### src/rtl/lfsr_stream_gen_pkg.sv
// Shared types and constants for the LFSR stream generator: FSM state encoding
// and default feedback masks for common widths.
package lfsr_stream_gen_pkg;

  typedef enum logic [1:0] {
    IDLE = 2'd0,
    RUN  = 2'd1,
    DONE = 2'd2
  } fsm_state_e;

  // Masks for the shift-toward-MSB Fibonacci form: bit i set taps state[i].
  localparam logic [2:0]  TAPS_W3  = 3'b101;
  localparam logic [3:0]  TAPS_W4  = 4'b1001;
  localparam logic [7:0]  TAPS_W8  = 8'hB8;
  localparam logic [15:0] TAPS_W16 = 16'hB400;
  localparam logic [31:0] TAPS_W32 = 32'hA300_0000;

endpackage

### src/rtl/lfsr_stream_gen_core.sv
// Combinational next-state function of a Fibonacci LFSR that shifts toward the
// MSB and feeds the XOR of the tapped bits into bit 0.
module lfsr_core #(
  parameter int               WIDTH = 16,
  parameter logic [WIDTH-1:0] TAPS  = WIDTH'(16'hB400)
) (
  input  logic [WIDTH-1:0] state,
  output logic [WIDTH-1:0] next_state
);

  assign next_state = {state[WIDTH-2:0], ^(state & TAPS)};

endmodule

### src/rtl/lfsr_stream_gen.sv
// Burst-oriented LFSR word source: emits len words over a valid/ready port,
// with seed loading, zero-seed rejection, abort and period-wrap detection.
module lfsr_stream_gen
  import lfsr_stream_gen_pkg::*;
#(
  parameter int               WIDTH = 16,
  parameter logic [WIDTH-1:0] TAPS  = WIDTH'(TAPS_W16),
  parameter logic [WIDTH-1:0] SEED  = WIDTH'(1),
  parameter int               OUT_W = 2,
  parameter int               CNT_W = 16
) (
  input  logic             clk,
  input  logic             rst_n,
  input  logic             seed_load,
  input  logic [WIDTH-1:0] seed_in,
  input  logic             start,
  input  logic [CNT_W-1:0] len,
  input  logic             abort,
  output logic             out_valid,
  input  logic             out_ready,
  output logic [OUT_W-1:0] out_data,
  output logic             busy,
  output logic             done,
  output logic             seed_err,
  output logic             period_wrap
);

  // Output port: a word transfers on a clock edge where out_valid && out_ready;
  // out_valid and out_data depend only on registers, never on out_ready.
  fsm_state_e       state_q, state_d;
  logic [WIDTH-1:0] lfsr_q, lfsr_d;
  logic [WIDTH-1:0] active_seed_q, active_seed_d;
  logic [CNT_W-1:0] remaining_q, remaining_d;
  logic             seed_err_q, seed_err_d;
  logic             period_wrap_q, period_wrap_d;

  logic [WIDTH-1:0] lfsr_next;
  logic [WIDTH-1:0] seed_val;
  logic             handshake;

  lfsr_core #(
    .WIDTH (WIDTH),
    .TAPS  (TAPS)
  ) u_core (
    .state      (lfsr_q),
    .next_state (lfsr_next)
  );

  assign handshake = (state_q == RUN) && out_ready;
  assign seed_val  = (seed_in == '0) ? SEED : seed_in;

  always_comb begin
    state_d       = state_q;
    lfsr_d        = lfsr_q;
    active_seed_d = active_seed_q;
    remaining_d   = remaining_q;
    seed_err_d    = 1'b0;
    period_wrap_d = 1'b0;
    case (state_q)
      IDLE: begin
        // Seed is applied in the same edge as start, so the burst begins from it.
        if (seed_load) begin
          lfsr_d        = seed_val;
          active_seed_d = seed_val;
          seed_err_d    = (seed_in == '0);
        end
        if (start) begin
          if (len == '0) begin
            state_d = DONE;
          end else begin
            remaining_d = len;
            state_d     = RUN;
          end
        end
      end
      RUN: begin
        if (handshake) begin
          lfsr_d        = lfsr_next;
          remaining_d   = remaining_q - CNT_W'(1);
          period_wrap_d = (lfsr_next == active_seed_q);
        end
        if (abort) begin
          state_d     = IDLE;
          remaining_d = '0;
        end else if (handshake && (remaining_q == CNT_W'(1))) begin
          state_d = DONE;
        end
      end
      DONE: begin
        state_d = IDLE;
      end
      default: begin
        state_d = IDLE;
      end
    endcase
  end

  always_ff @(posedge clk or negedge rst_n) begin
    if (!rst_n) begin
      state_q       <= IDLE;
      lfsr_q        <= SEED;
      active_seed_q <= SEED;
      remaining_q   <= '0;
      seed_err_q    <= 1'b0;
      period_wrap_q <= 1'b0;
    end else begin
      state_q       <= state_d;
      lfsr_q        <= lfsr_d;
      active_seed_q <= active_seed_d;
      remaining_q   <= remaining_d;
      seed_err_q    <= seed_err_d;
      period_wrap_q <= period_wrap_d;
    end
  end

  assign out_valid   = (state_q == RUN);
  assign busy        = (state_q != IDLE);
  assign done        = (state_q == DONE);
  assign out_data    = lfsr_q[WIDTH-1 -: OUT_W];
  assign seed_err    = seed_err_q;
  assign period_wrap = period_wrap_q;

endmodule

### config.mk
export PLATFORM = sky130hd
export DESIGN_NAME = lfsr_stream_gen
export DESIGN_NICKNAME = d
export VERILOG_FILES = /design/src/rtl/lfsr_stream_gen_pkg.sv /design/src/rtl/lfsr_stream_gen_core.sv /design/src/rtl/lfsr_stream_gen.sv
export SDC_FILE = /design/constraint.sdc
export NUM_CORES = 1
export LEC_CHECK = 0
export BUFFER_PORTS_ARGS = -buffer_cell sky130_fd_sc_hd__buf_2
export CAP_MARGIN = 25
export CORE_ASPECT_RATIO = 0.8
export CORE_MARGIN = 5
export CORE_UTILIZATION = 55
export CTS_BUF_LIST = sky130_fd_sc_hd__clkbuf_8 sky130_fd_sc_hd__clkbuf_16
export CTS_CLUSTER_SIZE = 24
export DETAILED_ROUTE_END_ITERATION = 10
export PLACE_DENSITY = 0.78
export SYNTH_ARGS = -nofsm -noshare
export SYNTH_HDL_FRONTEND = slang
export SYNTH_SLANG_ARGS = --single-unit
export TNS_END_PERCENT = 1
### constraint.sdc
create_clock -name clk -period 2.4 [get_ports clk]
set_input_delay 0.24 -clock clk [delete_from_list [all_inputs] [get_ports clk]]
set_output_delay 0.24 -clock clk [all_outputs]
set_load 0.01 [all_outputs]
==> metrics <==
Syn Nets=324; Reg2Reg Setup Slack=0.40 ns; Crit-path slowest cell=nor3b_2; CTS Buf Count=5; final slew viol count=0; final instance area=3200 um^2; Final Setup Violations=0; Horiz. Die Dim=90.0 um; total grt overflow=0; Vias=2353; n_diodes=0; total track usage=0.202; number of H-tree levels=2; CP Capture Point=remaining_q[8]$_DFFE_PN0P_; NumNets Final=368; vias per inst=6.02; antenna viol nets, final=0; max incr delay on CP=0.49 ns; top cell type's share of synthesized area=0.444; RD Place Congestion=0.936; most frequent cells in the layout=50 x dfrtp_1, 44 x buf_2, 35 x o21ai_0; crit path time final=2.00 ns; area of the die=6660 um^2; fillcell total=416; Longest Clk Path Bufs=2; post-synthesis sequential area ratio=0.463; detailed placement HPWL=4930 um; Yosys warnings=0; Worst setup SP type=flop; antenna violations before repair=0; Post-synth ARST share=1.00; vias in the first global route=2105; CTS sink cnt=52; Sequential Area=1300 um^2; # port buffers=44; Critical Path Stages=6; Seq cells post-synth=52; status=completed; CTS clk-pin slew, worst paths=0.09 ns; final hold viol count=0; DR DRC count=0; Worst EP arrival=2.19 ns; Setup TNS=0 ns; area leader, netlist=dfrtp_1; placed cell area=3090 um^2; # IOs=45; Final Cycle Share=0.835; CP cell instances=inv_1 -> ha_1 -> nor3b_2 -> nand2_1 -> a21o_1 -> a211o_1; core box area=4980 um^2; post-synthesis cell type count=48; total of max-cap violations=0; ranking of synthesized cells by area=dfrtp_1 44%, o21ai_0 6.2%, mux2_2 6.0%, mux2i_1 5.3%, xnor2_1 5.0%; worst hold path type=input pin to flop; hold_sp=seed_in[9]; Initial Utilization=0.566; CP required=2.59 ns; DRT Pass-1 Iters=5; largest net degree at the start of global routing=35; Clock Tree Root=clkbuf_8; most common cell after layout, fill and taps aside=dfrtp_1; Multi-input gate area=1420 um^2; clock skew=0.00600 ns; Top delay family on crit path=simple AND/OR/NAND/NOR gates; Post-synth EDFFs=0; Worst Reg-to-Reg Cells=6; Worst R2R End=remaining_q[8]$_DFFE_PN0P_; Worst Max-Slew Pin Slew=0.711 ns; P per Cell Area=1200 nW/um^2; RSZ-0062 raised after global routing=false; # rows=23; top_reg_cell synth=dfrtp_1; PostCTS Resize Cnt=0; CTS tree=built; r2r startpoint=remaining_q[0]$_DFFE_PN0P_; Avg WL per Cell=17.0 um; hold path cells=2; drt total wl=6650 um; LEAKAGE=1.39 nW; Buf/Inv on CP=1; starting DRC count in detailed routing=239; Syn Inst Count=284; crit path max fanout=8; share of layout cells above drive strength 1=0.246; slew margin rel.=0.525; syn avg cell area=9.92 um^2; FMAX=499 MHz; element type at the critical path end=flop; Skew-Pair Late Insertion Delay=0.30 ns; CP startpoint=remaining_q[0]$_DFFE_PN0P_; synthesis-to-layout area growth=13.6%; Die Ht=74.0 um; Post-Syn Area=2820 um^2; Worst VDD drop=0.676 mV; first-pass GRT wire length=10800 um; worst setup path class=flop to flop
-- layer usage --
layer / wire (um) / vias up / global-route usage
met5: 0 / - / 0
met4: 36 / 0 / 0.0380
met3: 447 / 6 / 0.0485
met2: 3000 / 96 / 0.291
met1: 3160 / 1114 / 0.313
li1: - / 1137 / -
-- where the power goes --
group          total [mW]  internal [mW]  switching, mW
registers            1.68           1.28          0.403
logic                1.65          0.757          0.893
clock network       0.500          0.227          0.272
-- cells by family (layout without fill, tap and decap cells) --
| logic type | count (synthesis) | after routing | synth area share |
|---|---|---|---|
| simple gates | 85 | 85 | 0.161 |
| compound gates | 76 | 76 | 0.162 |
| flops | 52 | 52 | 0.463 |
| mux | 30 | 30 | 0.113 |
| buf+inv | 20 | 65 | 0.0329 |
| xor+xnor | 19 | 19 | 0.0591 |
| fa+ha+maj | 2 | 2 | 0.00888 |
-- sequential cells by signal, summed over array words and instances, names as in the netlist --
signal / flops
seed_err: 1
state_q: 2
period_wrap: 1
lfsr_q: 16
active_seed_q: 16
remaining_q: 16
-- what timing repair did --
action	CTS	global route
buffers inserted	0	0
hold buffers	1	0
hold endpoints to repair	17	0
-- area by class of cell --
class,instances,area share
clock buffers,6,0.0258
clock inverters,2,0.00235
inverters,6,0.00704
multi-input cells,212,0.445
flip-flops and latches,52,0.407
well taps,62,0.0242
repair buffers,51,0.0884
-- worst min-delay path by stage --
stage / endpoint
3_5_place_dp: lfsr_q[4]$_DFFE_PN0P_
6_report: active_seed_q[9]$_DFFE_PN0P_
5_1_grt: active_seed_q[9]$_DFFE_PN0P_
2_1_floorplan: active_seed_q[10]$_DFFE_PN0P_
4_1_cts: active_seed_q[9]$_DFFE_PN0P_
3_3_place_gp: active_seed_q[5]$_DFFE_PN0P_
-- synthesized netlist by cell type, types with 2 or more instances --
| cell | n |
|---|---|
| dfrtp_1 | 50 |
| or4_1 | 3 |
| inv_1 | 5 |
| nor2_1 | 17 |
| dfstp_2 | 2 |
| clkbuf_1 | 3 |
| nand3_1 | 3 |
| xor2_1 | 3 |
| xnor2_1 | 16 |
| nand4_1 | 7 |
| o21ai_0 | 35 |
| nor3_1 | 7 |
| a21oi_1 | 11 |
| a32oi_1 | 4 |
| buf_4 | 2 |
| o21ai_1 | 4 |
| a31oi_1 | 2 |
| nor3b_2 | 2 |
| a211oi_1 | 2 |
| nand2_1 | 25 |
| ha_1 | 2 |
| nor4_1 | 12 |
| a22oi_1 | 6 |
| mux2i_1 | 15 |
| mux2_2 | 15 |
| nand2b_1 | 2 |
| buf_2 | 8 |
-- stage by stage --
step                      hold slack [ns]  cells  power (mW)  setup WS, ns  utilization
after floorplan                   -0.0556    284        2.86         0.693            -
after global placement              0.199    381        3.24         0.486        0.620
after detailed placement            0.202    381        3.30         0.421        0.620
after CTS                           0.199    390        3.81         0.390        0.640
after global routing                0.193    391        4.10         0.223        0.643
final                               0.203    391        3.83         0.396        0.643
Note: power is estimated with default switching activity, not from simulation.
